`src/rtl/logic_u.sv`:
```
// logic_u: registered bitwise logic slice (AND/XOR/OR/NOT b) with one-cycle latency.
// Define LOGIC_U_FLAGS_EN to add the registered zero and parity flags.
module logic_u #(
    parameter int WIDTH = 8
) (
    input  logic             clk,
    input  logic             rst,
    input  logic             in_valid,
    input  logic [WIDTH-1:0] a,
    input  logic [WIDTH-1:0] b,
    input  logic             s1,
    input  logic             s0,
    output logic [WIDTH-1:0] out,
    output logic             out_valid
`ifdef LOGIC_U_FLAGS_EN
    ,
    output logic             zero,
    output logic             parity
`endif
);

    logic [WIDTH-1:0] out_q, out_d;
    logic             valid_q;

    always_comb out_d = s1 ? (s0 ? ~b : a | b) : (s0 ? a ^ b : a & b);

    always_ff @(posedge clk or posedge rst) begin
        if (rst) begin
            out_q   <= '0;
            valid_q <= 1'b0;
        end else begin
            valid_q <= in_valid;
            if (in_valid) out_q <= out_d;
        end
    end

    assign out       = out_q;
    assign out_valid = valid_q;

`ifdef LOGIC_U_FLAGS_EN
    // Flags are computed from the next result so they land on the same edge as out.
    logic zero_q, parity_q;

    always_ff @(posedge clk or posedge rst) begin
        if (rst) begin
            zero_q   <= 1'b1;
            parity_q <= 1'b0;
        end else if (in_valid) begin
            zero_q   <= ~|out_d;
            parity_q <= ^out_d;
        end
    end

    assign zero   = zero_q;
    assign parity = parity_q;
`endif

endmodule

```
`config.mk`:
```
export PLATFORM = sky130hd
export DESIGN_NAME = logic_u
export DESIGN_NICKNAME = d
export VERILOG_FILES = /design/src/rtl/logic_u.sv
export SDC_FILE = /design/constraint.sdc
export NUM_CORES = 1
export LEC_CHECK = 0
export BUFFER_PORTS_ARGS = -buffer_cell sky130_fd_sc_hd__buf_2
export CAP_MARGIN = 20
export CORE_ASPECT_RATIO = 0.9
export CORE_UTILIZATION = 52
export DETAILED_ROUTE_END_ITERATION = 6
export GPL_ROUTABILITY_DRIVEN = 0
export PLACE_DENSITY_LB_ADDON = 0.08
export SLEW_MARGIN = 20
export SYNTH_ARGS = -nofsm -noshare
export SYNTH_HDL_FRONTEND = slang
export SYNTH_SLANG_ARGS = --single-unit
export TNS_END_PERCENT = 30
```
`constraint.sdc`:
```
create_clock -name clk -period 1.5 [get_ports clk]
set_input_delay 0.15 -clock clk [delete_from_list [all_inputs] [get_ports clk]]
set_output_delay 0.15 -clock clk [all_outputs]
set_load 0.01 [all_outputs]
```
Word level (Yosys, flattened, before mapping):

Cells that the tools add are included.
W data, S select, Z words.

* flip-flop bits (word level): 9
* bits in latches: 0
* RAM bits: 0
* ROM bits: 0
* input port bits: 21
* output and inout port bits: 9
* word-level logic and storage cells: 9
* memories kept: 0

* $add $sub $neg: 0
* $mul: 0
* divide/modulo/power cells: 0
* magnitude comparators: 0
* equal/unequal tests: 0
* shift operators: 0
* multiplexer cells: 3
* bitwise logic cells: 4
* reductions and logical operators: 0

Operators with widths (number)
* $mux W8: 3
* $and A8 B8 Y8: 1
* $not A8 Y8: 1
* $or A8 B8 Y8: 1
* $xor A8 B8 Y8: 1

Depth between registers and ports, before layout:

Gate-level depths: netlist of the first run.

* depth in word-level cells: 3
* gate-level depth with buffers: 5

Worst setup path after synthesis of the first run:

OpenSTA, ideal clock, no wires.

* path kind: input -> register
* start point: input port a[0]
* end point: register out_q[0] (netlist: out[0])
* data arrival time: 891 ps
* required time: 1370 ps
* path slack: 478 ps
* stages on the path: 5
* cell sequence: inv_1 -> ha_1 -> mux2_2 -> a22oi_1 -> o21ai_0

* cells in the longest elaborated chain, start to end: 3
* elaborated cells between the ends (all ways): 6
* classes of those cells: mux: 3; bitwise: 3

RTL lines
* from (decl): RTL line 9 `input logic [WIDTH-1:0] a,`
* $and A8 B8 Y8 (tied with other cells): RTL line 25 `always_comb out_d = s1 ? (s0 ? ~b : a | b) : (s0 ? a ^ b : a & b);`
* $mux W8: RTL line 25
* $mux W8 *: RTL line 25
* to (signal assigned): RTL line 33 `if (in_valid) out_q <= out_d;`
* to (decl): RTL line 22 `logic [WIDTH-1:0] out_q, out_d;`

Every way passes the cells marked *; elsewhere a longest branch is shown, timed or not.
A chain may end at the register's enable or synchronous reset.

Final worst setup path of the first run:

* start point: input port s0
* end point: register out_q[5] (netlist: out[5])

* cells in the longest elaborated chain, start to end: 2
* elaborated cells between the ends (all ways): 3
* classes of those cells: mux: 3

RTL lines
* from (decl): RTL line 12 `input logic s0,`
* $mux W8: RTL line 25
* $mux W8 *: RTL line 25

Marked as above.

==> flow_summary.json, run 1 <==
{
  "clockBufferDepth": 2,
  "cts_resized": 0,
  "wl_um": 1460,
  "yosysUniqueCellTypes": 15,
  "synth_top_family_by_area": "adder cells",
  "clock_sinks": 9,
  "h-tree-depth": 1,
  "yosysTopAreaCell": "dfrtp_1",
  "die_area_um2": 1820,
  "drt_iter0_markers": 8,
  "endpoint_kind": "flip-flop",
  "slowest_stage": "mux2_2",
  "gr-max-usage-layer": "met2",
  "antenna_left": 0,
  "peakVddDrop_mv": 0.612,
  "drv_cap": 0,
  "power.density_nw_per_um2": 671,
  "drt-wirelength-per-cell_um": 10.4,
  "grt_pass1_wl_um": 2320,
  "p_leak_nw": 0.613,
  "grt_pass1_vias": 570,
  "p_sw_frac": 0.300,
  "hold_class": "input pin to flip-flop",
  "crit_chain": "buf_2 > mux2_2 > a22oi_1 > o21ai_0",
  "ys_top_cells_by_count": "inv_1 (25), ha_1 (16), dfrtp_1 (9)",
  "path_buf_inv": 1,
  "die_w_um": 44.9,
  "worst_clock_skew_ns": 0,
  "cts_tree": "yes",
  "grt_max_degree": 17,
  "yosys.area_share.adder": 0.233,
  "rows": 13,
  "io_buffer_count": 29,
  "grt.total_usage": 0.188,
  "area.growth.synth_to_final_pct": 19.5,
  "synth_area_leaders": "dfrtp_1 (26%), ha_1 (23%), inv_1 (11%)",
  "clock_latency_ns": 0.25,
  "grt_util_met3": 0.0405,
  "dpl.cell_count": 135,
  "synth-edff-count": 0,
  "synth_fp_nets": 125,
  "grt_util_met1": 0.227,
  "use_met2": 0.324,
  "fp.coreArea_um2": 1500,
  "max_slew_margin": 0.592,
  "start_kind": "input pin",
  "die_y_um": 40.6,
  "finalCriticalPeriod_ns": 1.02,
  "switchingPower_w": 0.000207,
  "drc": 0,
  "synth_seq_cells": 9,
  "drive_above_1_share": 0.356,
  "slowest_delay_ns": 0.39,
  "yosysTopAreaCellShare": 0.262,
  "hold_violations": 0,
  "vias": 658,
  "tightest_slew_ns": 0.611,
  "clk_pin_slew_ns": 0.06,
  "ys_warn_count": 0,
  "status": "complete, no violations",
  "yosysSeqAreaShare": 0.262,
  "synth.most_common_cell": "inv_1",
  "layoutNonFillerInstCount": 140,
  "nets": 156,
  "syn_area_per_cell_um2": 9.78,
  "yosys.area_share.simple": 0.0145,
  "whs_ns": 0.112,
  "async_flop_share": 1.00,
  "cp_max_fo": 16,
  "max_freq_mhz": 983,
  "via_per_inst": 4.70,
  "setup_viol": 0,
  "yosys_most_used_dff": "dfrtp_1",
  "syn_inst": 88,
  "muxShareOfSynthArea": 0.206,
  "worstPathRequired_ns": 1.63,
  "post-dp-hpwl_um": 1130,
  "path_class": "input pin to flip-flop",
  "cp_data_arrival_time_ns": 1.14,
  "numCtsBuffers": 3,
  "p_seq_frac": 0.416,
  "start_util": 0.575,
  "crit_family": "multiplexers",
  "dr.pass1.iters": 4,
  "rsz0062_at_grt": "false",
  "io_pins": 30,
  "fill_cells": 135,
  "synth_xor_xnor_area_share": 0,
  "tns_ns": 0,
  "combPwrFrac": 0.319,
  "cts_root_buf": "clkbuf_4",
  "synth_compound_area_frac": 0.128,
  "grt_overflow": 0,
  "antenna_found_initial": 0,
  "slew_viol_final": 0,
  "postLayoutCoreUtil": 0.687,
  "finalCritPeriodShare": 0.678,
  "p_clk_frac": 0.265,
  "diodes": 0,
  "synth_area_um2": 861,
  "internal_power_w": 0.000483
}
[power groups by stage]
stage | clock network (W) | logic [W] | registers (W)
4_1_cts | 0.000193 | 0.000225 | 0.000288
2_1_floorplan | 0 | 0.000126 | 0.000307
5_1_grt | 0.000201 | 0.000253 | 0.000290
6_report | 0.000183 | 0.000220 | 0.000287
3_5_place_dp | 0 | 0.000220 | 0.000292
3_3_place_gp | 0 | 0.000214 | 0.000291
[stage by stage]
step           cell area, µm²  total power [W]  worst slack (ns)
6_report                 1030         0.000690             0.483
5_1_grt                  1030         0.000744             0.416
3_5_place_dp              992         0.000513             0.212
2_1_floorplan             861         0.000433             0.478
4_1_cts                  1030         0.000705             0.487
3_3_place_gp              992         0.000504             0.227
[worst reg2reg max path: cells and delay by family (launching register included)]
family	cells	cell delay (ns)
buf+inv	1	0.05
flops	1	0.38
compound gates	1	0.07
[layout by cell type, fill, tap and decap left out]
cell	instances
nor2b_1	1
dlygate4sd3_1	1
o21ai_0	6
mux2i_1	8
clkbuf_4	3
a22oi_2	2
buf_2	29
ha_1	16
o21ai_1	2
mux2_4	2
and2_1	1
inv_1	25
a22oi_1	6
mux2_2	6
dfrtp_1	9
clkbuf_1	1
[path summary, 6_finish.rpt]
check	endpoint	from	slack, ns	depth (start not counted)
setup reg to reg	out[5]	out[5]	0.87	2
hold / removal	out_valid	in_valid	0.11	1
setup / recovery	out[5]	s0	0.48	4
max in group asynchronous	out[7]	rst	0.83	3
hold reg to reg	out[2]	out[2]	0.53	2
min in group asynchronous	out[5]	rst	0.41	3
[area by class of cell]
class	count	area [µm²]	area share
clock buffer	4	26.3	0.0255
inverter	25	93.8	0.0912
multi-input combinational	50	500	0.487
sequential	9	225	0.219
tap	22	27.5	0.0268
timing repair buffer	30	155	0.151
[kinds of logic (layout without fill, tap and decap cells)]
family,count (synthesis),in the layout
simple gates,2,2
buf+inv,29,59
compound gates,16,16
fa+ha+maj,16,16
mux,16,16
flops,9,9
[metal layers]
layer / up-vias / part of all wire / wire length (µm)
met1: 290 / 0.49 / 719
met4: 0 / 0.0048 / 7
met3: 2 / 0.045 / 65
met2: 17 / 0.46 / 666
met5: - / 0 / 0
li1: 349 / - / -
[state kept, by name (all words and copies together), names as in the netlist]
| register | flops |
|---|---|
| out | 8 |
| out_valid | 1 |
[what timing repair did]
action,4_1_cts,5_1_grt
buffers inserted,0,0
hold buffers,1,0
hold endpoints to repair,9,0
(Power assumes the default switching activity.)
==> run 2: changes to the inputs <==
--- a/config.mk
+++ b/config.mk
@@ -8,7 +8,7 @@
 export BUFFER_PORTS_ARGS = -buffer_cell sky130_fd_sc_hd__buf_2
 export CAP_MARGIN = 20
 export CORE_ASPECT_RATIO = 0.9
-export CORE_UTILIZATION = 52
+export CORE_UTILIZATION = 49
 export DETAILED_ROUTE_END_ITERATION = 6
 export GPL_ROUTABILITY_DRIVEN = 0
 export PLACE_DENSITY_LB_ADDON = 0.08
==> constraint.sdc (replaced) <==
create_clock -name clk -period 1 [get_ports clk]
set_input_delay 0.1 -clock clk [delete_from_list [all_inputs] [get_ports clk]]
set_output_delay 0.1 -clock clk [all_outputs]
set_load 0.01 [all_outputs]
==> run 2 against run 1 <==
Against the previous run:
- critical path depth rose by 2
- clock power up 46%
- routed wire length increased by 7.2%
- first-iteration DRC count increased by 88%
- worst setup slack got worse by 0.37 ns
- register-to-register slack got worse by 0.51 ns
- die area increased by 5.8%
- core utilization is 2.1 points higher
- sequential power grew 51%
- design area grew 6.4%
- clock-buffer cell count is 1 lower
==> flow_summary.json, run 2 (synthesis results as in run 1) <==
{
  "status": "complete, no violations",
  "power.density_nw_per_um2": 968,
  "total_power_w": 0.00106,
  "wl_met3_um": 55,
  "clockBufferDepth": 2,
  "slowest_delay_ns": 0.26,
  "layout_commonest_cell": "buf_2",
  "regToRegSetupSlack_ns": 0.36,
  "layout_common_cells": "buf_2 (29), inv_1 (25), ha_1 (16)",
  "tightest_slew_ns": 0.703,
  "rsz0062_at_grt": "false",
  "wl_met1_um": 703,
  "switchingPower_w": 0.000319,
  "hold_class": "input pin to flip-flop",
  "reg2reg_depth": 2,
  "max_slew_margin": 0.530,
  "worst_slack_ns": 0.112,
  "clock_latency_ns": 0.25,
  "crit_chain": "buf_2 > inv_1 > ha_1 > mux2_2 > a22oi_1 > o21ai_0",
  "dp_slack_ns": -0.157,
  "crit_path_end": "out[1]",
  "cts_root_buf": "clkbuf_4",
  "grt_pass1_vias": 684,
  "slew_viol_final": 0,
  "io_pins": 30,
  "drt-wirelength-per-cell_um": 10.6,
  "rows": 13,
  "fill_cells": 138,
  "internal_power_w": 0.000740,
  "grt_overflow": 0,
  "diodes": 0,
  "antenna_left": 0,
  "worstPathRequired_ns": 1.13,
  "finalCritPeriodShare": 0.888,
  "drt_iter0_markers": 15,
  "die_y_um": 41.8,
  "numCtsBuffers": 3,
  "nets": 163,
  "cp_data_arrival_time_ns": 1.02,
  "r2r-end": "out[2]",
  "postCtsSetupRepairBufs": 0,
  "setup_viol": 0,
  "hold_violations": 0,
  "largest_reg_flops": 8,
  "cts_tree": "yes",
  "peakVddDrop_mv": 0.982,
  "antenna_found_initial": 0,
  "p_seq_frac": 0.408,
  "drive_above_1_share": 0.400,
  "drv_cap": 0,
  "grt.total_usage": 0.185,
  "area.growth.synth_to_final_pct": 27.2,
  "endpoint_kind": "flip-flop",
  "worst_clock_skew_ns": 0,
  "p_leak_nw": 0.654,
  "grt_pass1_wl_um": 2700,
  "die_w_um": 46.2,
  "cp_max_fo": 3,
  "vias": 690,
  "fp.coreArea_um2": 1550,
  "clock_sinks": 9,
  "h-tree-depth": 1,
  "p_clk_frac": 0.253,
  "grt_max_degree": 17,
  "route.met2.wl_um": 804,
  "dr.pass1.iters": 6,
  "via_per_inst": 4.69,
  "path_class": "input pin to flip-flop",
  "die_area_um2": 1930,
  "r2r-start": "out[2]",
  "drc": 0,
  "start_kind": "input pin",
  "post-dp-hpwl_um": 1290,
  "combPwrFrac": 0.339,
  "startpoint": "b[1]",
  "slowest_stage": "ha_1",
  "io_buffer_count": 29,
  "p_sw_frac": 0.301,
  "top_layer": "met3",
  "finalCriticalPeriod_ns": 0.888,
  "hold_start": "in_valid",
  "max_freq_mhz": 1130,
  "wl_um": 1560,
  "clk_pin_slew_ns": 0.07,
  "start_util": 0.557
}
==> run 2: changes by cell type in the layout (fill, tap and decap cells not counted) <==
| cell | delta |
|---|---|
| buf_12 | +1 |
| clkbuf_1 | -1 |
| clkinv_2 | +1 |
| buf_4 | +6 |
==> run 2: worst min-delay path by stage <==
| stage | to | depth (start not counted) |
|---|---|---|
| after global routing | out_valid | 2 |
| after detailed placement | out[7] | 2 |
| after global placement | out[7] | 2 |
| after floorplan | out[0] | 1 |
| after CTS | out_valid | 2 |
| final | out_valid | 2 |
==> run 2: what timing repair did <==
item	4_1_cts	5_1_grt
resized for setup	0	0
hold buffers	1	0
hold endpoints to repair	9	0
==> run 2: layout make-up <==
cell class              instances  area [µm²]  area share
flip-flops and latches          9         225       0.206
clock buffers                   3        22.5      0.0206
multi-input cells              50         500       0.457
clock inverters                 1        5.00     0.00457
inverters                      25        93.8      0.0857
well taps                      22        27.5      0.0251
repair buffers                 37         220       0.201
==> run 2: stage by stage <==
stage | std cells | area [µm²] | hold WS [ns] | setup TNS [ns] | util
after global routing | 147 | 1090 | 0.134 | 0 | 0.709
final | 147 | 1090 | 0.122 | 0 | 0.709
after floorplan | 88 | 861 | -0.0721 | 0 | -
after CTS | 147 | 1090 | 0.115 | 0 | 0.709
after global placement | 142 | 1060 | 0.0678 | -0.795 | 0.684
after detailed placement | 142 | 1060 | 0.0762 | -0.988 | 0.684
==> run 2: routing by layer <==
metal  up-vias  global-route usage
li1        358                   -
met1       317               0.218
met2        15               0.341
met3         0              0.0261
met4         0              0.0353
met5         -                   0
==> run 2: power groups by stage <==
stage                     Combinational [W]  Clock [W]  Sequential, W
after floorplan                    0.000189          0       0.000460
after global placement             0.000342          0       0.000437
after CTS                          0.000365   0.000280       0.000433
after detailed placement           0.000360          0       0.000439
after global routing               0.000406   0.000287       0.000437
final                              0.000359   0.000268       0.000432
==> run 2: critical path: cells and delay by family <==
family                     cells  cell delay (ns)
adders and majority gates      1             0.26
muxes                          1             0.26
AOI/OAI and AO/OA              2             0.25
buffers and inverters          2             0.14
==> run 3: changes to the inputs <==
--- a/config.mk
+++ b/config.mk
@@ -11,8 +11,10 @@
 export CORE_UTILIZATION = 49
 export DETAILED_ROUTE_END_ITERATION = 6
 export GPL_ROUTABILITY_DRIVEN = 0
+export HOLD_SLACK_MARGIN = 0.03
 export PLACE_DENSITY_LB_ADDON = 0.08
-export SLEW_MARGIN = 20
+export SETUP_SLACK_MARGIN = 0.5
+export SLEW_MARGIN = 10
 export SYNTH_ARGS = -nofsm -noshare
 export SYNTH_HDL_FRONTEND = slang
 export SYNTH_SLANG_ARGS = --single-unit
==> run 3 against run 2 <==
Against the previous run:
- critical path type is now flip-flop to output port
- clock skew is the same
- critical path depth shrank 5
- maximum frequency rose by 0.34%
- the run now ends with negative hold slack left
- worst hold slack lost 0.34 ns
==> flow_summary.json, run 3 (synthesis results as in run 1) <==
{
  "h-tree-depth": 1,
  "endpoint_kind": "output port",
  "largest_reg_flops": 8,
  "slowest_delay_ns": 0.38,
  "drv_cap": 0,
  "post-route-cell-area_um2": 1230,
  "vias": 716,
  "dpl.cell_count": 140,
  "setup_viol": 0,
  "post-dp-hpwl_um": 1310,
  "antenna_found_initial": 0,
  "violations": "negative hold slack",
  "numCtsBuffers": 3,
  "die_y_um": 41.8,
  "grt_pass1_vias": 696,
  "worst_clock_skew_ns": 0,
  "diodes": 0,
  "hold_violations": 9,
  "die_w_um": 46.2,
  "reg2reg_depth": 3,
  "max_freq_mhz": 1130,
  "start_kind": "flip-flop",
  "drc": 0,
  "path_class": "flip-flop to output port",
  "grt.total_usage": 0.211,
  "wl_um": 1710,
  "clock_latency_ns": 0.26,
  "antenna_left": 0,
  "cp_max_fo": 2,
  "peakVddDrop_mv": 0.686,
  "fp.coreArea_um2": 1550,
  "cts_root_buf": "clkbuf_4",
  "clockBufferDepth": 2,
  "fill_cells": 103,
  "p_leak_nw": 0.675,
  "start_util": 0.557,
  "tightest_slew_ns": 0.437,
  "io_pins": 30,
  "dr.pass1.iters": 4,
  "tns_ns": 0,
  "layoutNonFillerInstCount": 147,
  "whs_ns": -0.214,
  "path_buf_inv": 1,
  "r2r-start": "out[7]",
  "slew_viol_final": 0,
  "finalCritPeriodShare": 0.885,
  "nets": 163,
  "rows": 13,
  "total_power_w": 0.00117,
  "crit_chain": "buf_2",
  "clock_sinks": 9,
  "cts_tree": "yes",
  "slowest_stage": "dfrtp_1",
  "power.density_nw_per_um2": 948,
  "io_buffer_count": 29,
  "cp_data_arrival_time_ns": 0.79,
  "clk_pin_slew_ns": 0.06,
  "worstPathRequired_ns": 0.90,
  "layout_commonest_cell": "buf_2",
  "grt_pass1_wl_um": 2880,
  "rsz0062_at_grt": "true",
  "status": "finished with violations",
  "layout_common_cells": "buf_2 (26), inv_1 (17), ha_1 (10)",
  "grt_overflow": 0,
  "regToRegSetupSlack_ns": 0.26,
  "area.growth.synth_to_final_pct": 43.3,
  "placedInstanceArea_um2": 1150,
  "max_slew_margin": 0.707,
  "drt-wirelength-per-cell_um": 11.6,
  "via_per_inst": 4.87,
  "finalCriticalPeriod_ns": 0.885,
  "crit_family": "flip-flops",
  "r2r-end": "out[7]",
  "grt_max_degree": 16,
  "die_area_um2": 1930,
  "drive_above_1_share": 0.528,
  "hold_class": "input pin to asynchronous set/reset pin",
  "drt_iter0_markers": 7
}
-- run 3: worst max path at each step --
stage	from	endpoint	cells past startpoint
finish	out[0]	out[0]	1
floorplan	s0	out[2]	5
global route	out[1]	out[1]	1
CTS	out[0]	out[0]	1
detailed placement	s0	out[1]	4
global placement	s0	out[7]	4
-- run 3: area by class of cell --
cell class	instances	area (µm²)	area share
inverters	25	121	0.0984
flip-flops and latches	9	225	0.183
repair buffers	37	228	0.185
well taps	22	27.5	0.0223
clock buffers	4	26.3	0.0213
multi-input cells	50	606	0.491
-- run 3: power by group --
part | internal, W | switching [W] | leakage, nW
combinational | 0.000238 | 0.000213 | 0.551
sequential | 0.000409 | 0.0000212 | 0.110
clock | 0.000154 | 0.000134 | 0.0150
-- run 3: routing by layer --
metal | global-route usage | wire length (µm)
met5 | 0 | 0
met4 | 0.0529 | 9
met3 | 0.0783 | 109
met2 | 0.363 | 919
met1 | 0.238 | 670
-- run 3: repair_timing --
item,4_1_cts,5_1_grt
buffers inserted,1,2
pin swaps,2,0
endpoints found under the hold margin,9,9
setup endpoints to repair,17,17
resized for setup,10,0
-- run 3: metrics by stage --
step / utilization / setup slack (ns)
after floorplan: - / 0.0564
after global placement: 0.746 / -0.146
after detailed placement: 0.746 / -0.180
after CTS: 0.789 / 0.105
after global routing: 0.798 / 0.0771
final: 0.798 / 0.115
